**src/rtl/prog_run_ctrl.sv**
```systemverilog
// BRISC run controller: streams a program into IMEM, then gates PC advance
// through load_done/halt for free-run, single-step and stop.
module prog_run_ctrl #(
   parameter int DATA_W = 16,
   parameter int ADDR_W = 5,
   parameter int PC_W   = 8,
   parameter int CNT_W  = 16
) (
   input  logic              CLK,
   input  logic              RST_N,
   input  logic              ld_start,
   input  logic              ld_valid,
   input  logic [DATA_W-1:0] ld_data,
   input  logic              ld_last,
   output logic              ld_ready,
   output logic              imem_we,
   output logic [ADDR_W-1:0] imem_addr,
   output logic [DATA_W-1:0] imem_wdata,
   input  logic              run,
   input  logic              step,
   input  logic              halt_req,
   input  logic              halt_instr,
   input  logic [PC_W-1:0]   pc,
   output logic              load_done,
   output logic              halt,
   output logic [2:0]        state,
   output logic [ADDR_W:0]   load_count,
   output logic [CNT_W-1:0]  cycle_count
);

   typedef enum logic [2:0] {
      S_IDLE   = 3'd0,
      S_LOAD   = 3'd1,
      S_RUN    = 3'd2,
      S_STEP   = 3'd3,
      S_HALTED = 3'd4
   } state_t;

   localparam logic [ADDR_W:0]  LAST_ADDR = {1'b0, {ADDR_W{1'b1}}};
   localparam logic [PC_W-1:0]  PC_STOP   = PC_W'((1 << ADDR_W) - 1);

   state_t            st;
   logic              stop;
   logic              last_word;
   logic [CNT_W-1:0]  cnt_next;

   // Write pointer is the low bits of load_count; it never wraps because
   // the load ends on the word at the last address.
   assign state      = st;
   assign ld_ready   = (st == S_LOAD);
   assign imem_we    = ld_valid & ld_ready;
   assign imem_addr  = load_count[ADDR_W-1:0];
   assign imem_wdata = ld_data;

   assign stop      = halt_req | halt_instr | (pc == PC_STOP);
   assign last_word = ld_last | (load_count == LAST_ADDR);
   assign cnt_next  = (cycle_count == '1) ? cycle_count
                                          : cycle_count + 1'b1;

   always_ff @(posedge CLK or negedge RST_N) begin
      if (!RST_N) begin
         st          <= S_IDLE;
         load_done   <= 1'b0;
         halt        <= 1'b1;
         load_count  <= '0;
         cycle_count <= '0;
      end else begin
         unique case (st)
            S_IDLE: begin
               if (ld_start) begin
                  st         <= S_LOAD;
                  load_count <= '0;
               end
            end
            S_LOAD: begin
               if (ld_valid) begin
                  load_count <= load_count + 1'b1;
                  if (last_word) begin
                     st          <= S_HALTED;
                     load_done   <= 1'b1;
                     cycle_count <= '0;
                  end
               end
            end
            S_HALTED: begin
               if (ld_start) begin
                  st         <= S_LOAD;
                  load_done  <= 1'b0;
                  load_count <= '0;
               end else if (step) begin
                  st   <= S_STEP;
                  halt <= 1'b0;
               end else if (run) begin
                  st   <= S_RUN;
                  halt <= 1'b0;
               end
            end
            S_STEP: begin
               st          <= S_HALTED;
               halt        <= 1'b1;
               cycle_count <= cnt_next;
            end
            S_RUN: begin
               cycle_count <= cnt_next;
               if (stop) begin
                  st   <= S_HALTED;
                  halt <= 1'b1;
               end
            end
            default: begin
               st   <= S_IDLE;
               halt <= 1'b1;
            end
         endcase
      end
   end

endmodule

```
**config.mk**
```make
export PLATFORM = sky130hd
export DESIGN_NAME = prog_run_ctrl
export DESIGN_NICKNAME = d
export VERILOG_FILES = /design/src/rtl/prog_run_ctrl.sv
export SDC_FILE = /design/constraint.sdc
export NUM_CORES = 1
export LEC_CHECK = 0
export ABC_CLOCK_PERIOD_IN_PS = 2450
export CAP_MARGIN = 10
export CORE_ASPECT_RATIO = 1.75
export CORE_UTILIZATION = 43
export CTS_CLUSTER_DIAMETER = 30
export DETAILED_ROUTE_END_ITERATION = 8
export PLACE_DENSITY = 0.86
export SYNTH_ARGS = -nofsm -noshare
export SYNTH_HDL_FRONTEND = slang
export SYNTH_SLANG_ARGS = --single-unit
```
**constraint.sdc**
```tcl
create_clock -name CLK -period 2.45 [get_ports CLK]
set_clock_uncertainty 0.05 [all_clocks]
set_input_delay 0.49 -clock CLK [delete_from_list [all_inputs] [get_ports CLK]]
set_output_delay 0.49 -clock CLK [all_outputs]
set_load 0.01 [all_outputs]
```
==> results of run 1 <==
metrics by stage:
| stage | hold WS [ps] | util [%] | worst slack, ps | cells | total power (W) |
|---|---|---|---|---|---|
| after detailed placement | 449 | 56.4 | 147 | 256 | 0.00156 |
| final | 458 | 57.7 | 96.8 | 260 | 0.00180 |
| after CTS | 469 | 57.7 | 95.2 | 260 | 0.00181 |
| after global routing | 496 | 57.7 | 31.1 | 260 | 0.00193 |
| after floorplan | 144 | - | 734 | 182 | 0.00117 |
| after global placement | 430 | 56.4 | 170 | 256 | 0.00154 |
per-layer routing:
layer  vias to the layer above  GRT usage (%)  share of wire [%]
met3                         6           2.17                3.8
met1                       687           20.1                 40
met5                         -              0                  0
met2                        35           36.6                 56
li1                        704              -                  -
met4                         0           6.68               0.58
how the worst max path moves through the flow:
stage | start | to | slack (ps) | depth (start not counted)
after floorplan | load_count[0] | cycle_count[14] | 730 | 7
after global placement | ld_valid | imem_we | 170 | 4
after detailed placement | ld_valid | imem_we | 150 | 4
after CTS | state[2] | imem_we | 100 | 4
after global routing | state[2] | imem_we | 30 | 4
final | state[2] | imem_we | 100 | 4
cells by family (layout without fill, tap and decap cells):
group / Yosys count / count (layout) / share of synthesized area (%)
flip-flops: 27 / 27 / 40.6
XOR/XNOR: 5 / 5 / 2.63
AND/OR/NAND/NOR: 69 / 69 / 24.8
buffers and inverters: 30 / 62 / 12.2
AO/OA/AOI/OAI: 49 / 49 / 18.2
adder cells (fa/ha/maj): 2 / 2 / 1.50
worst max-delay path: stages, from the launching register on:
cell and delay [ps]:
dfrtp_1 500, nor3b_4 330, nand2_4 110, inv_4 90, clkdlybuf4s50_1 530
final cells by class:
type,count,area (um2),share of cell area (%)
clock buffers,3,41.3,1.95
clock inverters,1,5.00,0.237
inverters,4,17.5,0.829
multi-input cells,125,785,37.1
flip-flops and latches,27,677,32.0
well taps,46,57.6,2.72
repair buffers,54,531,25.1
sequential cells by signal (all words and copies together), names as in the netlist:
register     cells
load_done        1
cycle_count     16
halt             1
state            3
load_count       6
cells in the final DEF (no fill, tap or decap), types with 2 or more instances in the layout:
cell	instances
and3_1	2
nand2_1	13
nand2b_1	2
nand4_1	6
and4_1	2
buf_4	4
a31oi_1	7
o21ai_0	23
a21oi_1	8
clkdlybuf4s50_1	50
dfrtp_1	26
ha_1	2
o31ai_1	3
nor2_1	17
clkbuf_8	3
inv_1	3
or3_1	2
and2_1	3
nand3_1	7
xor2_1	4
nor3_1	2
power groups by stage:
| stage | combinational [W] | sequential (W) | clock [W] |
|---|---|---|---|
| finish | 0.000797 | 0.000755 | 0.000247 |
| CTS | 0.000803 | 0.000753 | 0.000255 |
| detailed placement | 0.000802 | 0.000759 | 0 |
| global route | 0.000874 | 0.000783 | 0.000274 |
| global placement | 0.000785 | 0.000755 | 0 |
| floorplan | 0.000383 | 0.000790 | 0 |
==> impl_results.md, run 1 <==
- Io pins: 83
- Period utilization: 96.0%
- Vias in the first global route: 1428
- Final min period: 2350 ps
- Status: complete, no violations
- Final #Nets: 250
- Area leader, netlist: dfrtp_1
- Synth cell count leaders: dfrtp_1 (26), o21ai_0 (23), buf_4 (21)
- Hold WC Path Type: flop to flop
- Routed len/inst: around 14 um
- Inserted Diodes: 0
- Flop-to-flop setup slack: 450 ps
- Worst hold path depth: 1
- First-pass GRT wire length: 6.31 mm
- Syn avg cell area: 9.15 um2
- Slew Viols, Final: 0
- Fmax: 0.425 GHz
- Crit path max fanout: 9
- Max cap viols: 0
- DRT Wirelength: about 3.6 mm
- Die H: 84.3 um
- Most used DFF post-synth: dfrtp_1
- Type of the worst setup path: flop to primary output
- Hold_sp: cycle_count[14]
- Fin area: 2110 um2
- Async SR Flop Fraction: 100%
- Synthesized area: 1670 um2
- Internal power: 0.00112 W
- Width of the die: 49.0 um
- NetSw: between 0.0006 and 0.0007 W
- Initial antenna violation count: 0
- Seq pwr share: roughly two fifths
- Worst ir drop on vdd: 464 uV
- Number of flops mapped to enable cells by yosys: 0
- Worst Path Required: 1910 ps
- DR DRC count: 0
- Comb power frac: around 44%
- Pleak: 0.891 nW
- Clk network pwr share: between 10% and 20%
- Final setup TNS: 0 ps
- Global Route Usage Sum: 18.8%
- Largest net degree at the start of global routing: 28
- CTS Root Cell: clkbuf_8
- Slew margin rel.: 68.2%
- Placed Area: 2070 um2
- Drt first pass iters: 4
- Vias: 1432
- Syn_nets: approximately 220
- DRT iter0 DRCs: 30
- Die area: 4140 um2
- Cell with the most instances after synthesis: dfrtp_1
- CTS tree: yes
- PostCTS Resize Cnt: 0
- Post-CTS Hold Buffers: 0
- GPL Wtd Cong: 0.756
- P per Cell Area: about 850 nW/um2
- H-tree levels: 1
- Area growth from synthesis to layout: 26.9%
- Clock tree sinks: 27
- R2R cell count: 6
- Top cell type's share of synthesized area: 39.1%
- Worst reg2reg startpoint: cycle_count[0]
- Starting Density: 45.4%
- Number of fillers in the final layout: 330
- IO buf count: 50
- Synth Register Bits: 27
- # Post-CTS Setup Buffers: 0
- Worst-path clk slew: 90 ps
- Share of layout cells above drive strength 1: 8.88%
- Clk Latency, worst-skew pair: 260 ps
- Post-DP HPWL: roughly 2.7 mm
- RSZ-0062 raised after global routing: false
- Vias per inst: 5.51
- Register area share after synthesis: 40.6%
- WHS Endpoint: cycle_count[14]
- Tightest Pin Transition: 474 ps
- Synth Warn #: 0
- Arr. time, crit path: ~1800 ps
- Site Rows: 29
- Final antenna-violating net count: 0
- Remaining Overflow, GRT: 0
- Max Root-Sink Buffers: 2
- Switching portion of total power: 37.8%
- Top post-synthesis cells by area: dfrtp_1 (39%), buf_4 (9.5%), o21ai_0 (6.9%)
- Cell count after synthesis: 182
- Kind of end point of the critical path: primary output
- Endpoints failing setup: 0
- Core Region: 3660 um2
- Library cells used by synthesis: 46
- Hold Fails Final Rpt: 0
- Cts bufs inserted: 3
- FF-to-FF End: cycle_count[3]
- Setup crit start kind: flop
No activity file was read; power rests on OpenSTA's default activity.
==> run 2, diff against run 1 <==
ABC_AREA = 1   (was unset)
CORE_UTILIZATION = 45   (was 43)
PLACE_DENSITY = 0.87   (was 0.86)
SLEW_MARGIN = 0   (was unset)
==> run 2 against run 1 <==
  * Via count increased by 24%
  * Flip-flop and latch count unchanged
  * Final area increased by 7.8%
  * Sequential power decreased by 23%
  * Power is 14% lower
  * Global-route usage grew 2.9 points
  * Worst setup slack improved by 54 ps
  * Area after synthesis is 9.6% higher
  * Synthesized cell count is 43% higher
  * Register-to-register slack better by 290 ps
  * Non-clock buffer count down 2
==> impl_results.md, run 2 <==
- Post-CTS Hold Buffers: 0
- Worst hold path depth: 2
- WL met1: about 1.5 mm
- Reg with most FFs: cycle_count
- Commonest non-fill, non-tap cell in the layout: nand2_1
- RSZ-0062 raised after global routing: false
- FF-to-FF End: cycle_count[1]
- Period utilization: 93.8%
- Endpoints failing setup: 0
- Final hold slack: 446 ps
- Library cells used by synthesis: 27
- Flop-to-flop setup slack: about 740 ps
- Final min period: 2300 ps
- WHS Endpoint: halt
- H-tree levels: 1
- Setup crit start kind: input port
- Worst-path clk slew: 90 ps
- Fmax: 0.435 GHz
- Remaining Overflow, GRT: 0
- Pleak: 1.06 nW
- Worst reg2reg startpoint: cycle_count[0]
- Starting Density: 47.2%
- Hold_sp: halt
- # Post-CTS Setup Buffers: 0
- Cell with the most instances after synthesis: nand2_1
- First-pass GRT wire length: 7.20 mm
- Worst Path Required: 1910 ps
- Io pins: 83
- Kind of end point of the critical path: primary output
- Commonest non-fill, non-tap cells in the layout: nand2_1 (84), clkdlybuf4s50_1 (50), nor2_1 (29), dfrtp_1 (26), inv_1 (25)
- Max Root-Sink Buffers: 2
- Cts bufs inserted: 3
- Synth Register Bits: 27
- Arr. time, crit path: 1760 ps
- Die area: 4330 um2
- Met2 Wirelength: 2.35 mm
- Final #Nets: 331
- Final antenna-violating net count: 0
- DRT iter0 DRCs: 52
- Synth Warn #: 0
- Slew Viols, Final: 0
- Clock tree sinks: 27
- Most used DFF post-synth: dfrtp_1
- Number of flops mapped to enable cells by yosys: 0
- Core Region: 3870 um2
- Area growth from synthesis to layout: 24.7%
- DRT Wirelength: 4.18 mm
- Die H: 86.3 um
- Share of layout cells above drive strength 1: between 7 and 8%
- Top cell type's share of synthesized area: between 30% and 40%
- Routed len/inst: 12.2 um
- Worst ir drop on vdd: 757 uV
- Synthesized area: 1830 um2
- Syn avg cell area: 6.99 um2
- Vias per inst: 5.16
- Crit path max fanout: 3
- Clk Latency, worst-skew pair: 280 ps
- Vias: approximately 1800
- Tightest Pin Transition: 369 ps
- DR DRC count: 0
- Async SR Flop Fraction: 100%
- Type of the worst setup path: input port to primary output
- PostCTS Resize Cnt: 0
- Register area share after synthesis: 37.1%
- Inserted Diodes: 0
- Hold Fails Final Rpt: 0
- Drt first pass iters: 4
- Status: complete, no violations
- Max reg flops: 16
- Global Route Usage Sum: 21.7%
- Routed wl met3: 193 um
- Slew margin rel.: 75.4%
- R2R cell count: 9
- GPL Wtd Cong: 0.898
- Synth cell count leaders: nand2_1 (84), nor2_1 (29), dfrtp_1 (26)
- Max cap viols: 0
- Syn_nets: 296
- Area leader, netlist: dfrtp_1
- Initial antenna violation count: 0
- Site Rows: 30
- Largest net degree at the start of global routing: 28
- Final setup TNS: 0 ps
- IO buf count: 50
- Width of the die: 50.1 um
- Post-DP HPWL: 3.25 mm
- Top sig layer: met4
- Hold WC Path Type: flop to flop
- Overall Power: 0.00155 W
- Cell count after synthesis: 261
- CTS Root Cell: clkbuf_8
- P per Cell Area: around 700 nW/um2
- Top post-synthesis cells by area: dfrtp_1 (36%), nand2_1 (17%), buf_4 (8.6%)
- Vias in the first global route: 1651
- CTS tree: yes
-- run 2: cell count changes after synthesis, sizes merged, moves of 7 or more --
cell   previous run  this run
nand2            14        89
nand3             7        14
nor2             17        36
o21ai            24        12
inv               4        25
a31oi             7         0
-- run 2: worst max-delay path by stage --
| stage | from | endpoint |
|---|---|---|
| finish | ld_valid | imem_we |
| detailed placement | ld_valid | imem_we |
| floorplan | cycle_count[0] | cycle_count[7] |
| CTS | ld_valid | imem_we |
| global placement | ld_valid | imem_we |
| global route | state[2] | ld_ready |
-- run 2: final cells by class --
cell class                 count  area, um2
fill                         389       1590
multi-input combinational    186        882
sequential                    27        677
timing repair buffer          52        515
inverter                      26       97.6
tap                           48       60.1
clock buffer                   4       45.0
-- run 2: through the flow --
| step | area, um2 | instances | setup slack (ps) | utilization, % |
|---|---|---|---|---|
| after CTS | 2280 | 343 | 140 | 58.9 |
| after global placement | 2230 | 339 | 190 | 57.7 |
| final | 2280 | 343 | 151 | 58.9 |
| after global routing | 2280 | 343 | 81.4 | 58.9 |
| after detailed placement | 2230 | 339 | 144 | 57.7 |
| after floorplan | 1830 | 261 | 883 | - |
-- run 2: routing by layer --
metal | GRT usage [%] | up-vias
li1 | - | 874
met3 | 2.46 | 12
met2 | 41.1 | 52
met1 | 23.0 | 831
met4 | 9.87 | 0
met5 | 0 | -
-- run 2: logic make-up after synthesis --
group | synth area share, %
AND/OR/NAND/NOR | 36.7
buffers and inverters | 14.6
AO/OA/AOI/OAI | 9.25
flip-flops | 37.1
XOR/XNOR | 0.960
adder cells (fa/ha/maj) | 1.37
-- run 2: report_power, final --
group	switching, W	total [W]	leakage, nW	internal [W]
sequential	0.0000714	0.000584	0.366	0.000512
combinational	0.000405	0.000711	0.671	0.000306
clock	0.000140	0.000256	0.0228	0.000117
-- run 2: worst max-delay path, stage by stage --
cell and delay [ps]:
clkdlybuf4s50_1 500, inv_1 80, nor2_2 130, clkdlybuf4s50_1 550
==> edit, RTL diff (flow settings as in run 2) <==
`DATA_W`: 16 -> 32.
--- a/src/rtl/prog_run_ctrl.sv
+++ b/src/rtl/prog_run_ctrl.sv
@@ -2,5 +2,5 @@
 // through load_done/halt for free-run, single-step and stop.
 module prog_run_ctrl #(
-   parameter int DATA_W = 16,
+   parameter int DATA_W = 32,
    parameter int ADDR_W = 5,
    parameter int PC_W   = 8,
Interface: changed (resized imem_wdata and ld_data); port bits go from 83 to 115. No check against the original RTL was run, so the function may have changed too.
==> edit against run 2 <==
Worst hold slack better by 6.9 ps; sequential cell count unchanged; cell area hardly changed; core utilization is 4.0 points lower; non-clock buffer count is the same; sequential share of layout area barely moved; power is 0.50% lower; first-iteration DRC count is 12% lower; highest routed layer unchanged; worst setup slack improved by 36 ps; routed wire length rose by 1.3%; area after synthesis increased by 6.6%; sequential power about the same; die area increased by 6.4%.
==> edit: results (changes against run 2) <==
* Via count at 1746 (-1.3%)
* # setup viols final at 0 (unchanged)
* Yosys warnings at 0 (unchanged)
* Sw Pwr at 609 µW (-1.2%)
* Routed length per instance at 12.3 µm (+0.97%)
* Syn Nets at 328 (+11%)
* FF-to-FF Start: load_count[1]
* Pin slew with the least headroom to its limit at 353 ps (-16.3 ps)
* CTS Buf Count at 3 (unchanged)
* DRT Pass-1 Iters at 4 (unchanged)
* Vias in the first global route at 1747 (+5.8%)
* IO buf count at 50 (unchanged)
* Hold_ws at 453 ps (+6.90 ps)
* R2R Setup Slk at 780 ps (+40 ps)
* N_diodes at 0 (unchanged)
* Final #Nets at 347 (+4.8%)
* DP HPWL at 3240 µm (-0.21%)
* Gates resized, CTS repair at 0 (unchanged)
* Status: completed
* Post-synth top cells: nand2_1 (84), buf_4 (37), nor2_1 (29), dfrtp_1 (26), inv_1 (25)
* Antenna violations before repair at 0 (unchanged)
* First-pass GRT wire length at 7220 µm (+0.19%)
* Worst Hold Class: reg -> reg
* WP data arrival at 1720 ps (-40 ps)
* Clock transition at path regs at 90 ps (about the same)
* Initial DRC count at 46 (-12%)
* Largest net degree at the start of global routing at 28 (unchanged)
* Worst reg2reg endpoint: cycle_count[11]
* CTS root buffer: clkbuf_8
* Top cells by area, synth: dfrtp_1 (33%), nand2_1 (16%), buf_4 (14%), nor2_1 (5.6%), inv_1 (4.8%)
* GR Util All Layers at 0.205 (-0.0115)
* Register area share after synthesis at 0.348 (-0.0229)
* Worst-Skew Late Latency at about 270 ps
* Endpoint, Worst Hold: halt
* Maximum vdd drop at 0.576 mV (-24%)
* Post-CTS setup buffer count at 0 (unchanged)
* Most flop-heavy register: cycle_count
* Commonest register cell after synthesis: dfrtp_1
* Largest register FFs at 16 (unchanged)
* Slowest stage cell on the critical path: clkdlybuf4s50_1
* Hold Path Depth at 2 (unchanged)
* Instance area at placement at 2230 µm² (about the same)
* Crit path max fanout at 3 (unchanged)
* Async set-reset flop share out of synthesis at 1.00 (unchanged)
* Fraction of layout cells with a size suffix above 1 at 0.0712 (unchanged)
* GPL Wtd Cong at 0.870 (-3.1%)
* Max Root-Sink Buffers at 2 (unchanged)
* HP Start: halt
* Lkg Pwr at 0.00106 µW (unchanged)
[edit: cell counts in the layout (fill, tap and decap cells not counted)]
No cell type changed its count.
[edit: worst max path at each step]
stage | startpoint | to | slack (ps)
2_1_floorplan | cycle_count[0] | cycle_count[7] | 880
3_3_place_gp | ld_valid | imem_we | 200
3_5_place_dp | ld_valid | imem_we | 190
4_1_cts | ld_valid | imem_we | 180
5_1_grt | state[2] | ld_ready | 140
6_report | ld_valid | imem_we | 190
[edit: area by class of cell]
class	instances	area, µm²
fillers	369	1870
multi-input cells	186	882
flip-flops and latches	27	677
repair buffers	52	515
inverters	26	97.6
well taps	49	61.3
clock buffers	4	45.0
[edit: cells by family after synthesis]
kind of cell             after synthesis  share of synthesized area
AO/OA/AOI/OAI                         29                     0.0868
XOR/XNOR                               2                    0.00900
AND/OR/NAND/NOR                      153                      0.345
flip-flops                            27                      0.348
adder cells (fa/ha/maj)                2                     0.0129
buffers and inverters                 64                      0.199
[edit: stage by stage]
stage               instances   util  setup slack (ps)
floorplan                 277      -               883
global placement          340  0.538               200
detailed placement        340  0.538               191
CTS                       344  0.549               182
global route              344  0.549               136
finish                    344  0.549               187
[edit: routing by layer]
metal | wire (µm) | global-route usage
met1 | 1560 | 0.197
met2 | 2320 | 0.388
met3 | 201 | 0.0238
met4 | 146 | 0.147
met5 | 0 | 0
[edit: worst max-delay path: cells and delay by family]
family	cells	cell delay, ps
AND/OR/NAND/NOR	1	130
buffers and inverters	3	1110
[edit: power by group through the flow]
stage	combinational [µW]	clock (µW)	sequential (µW)
after detailed placement	706	0	593
after CTS	711	260	586
final	704	255	585
after global routing	787	278	597
after floorplan	460	0	610
after global placement	690	0	595
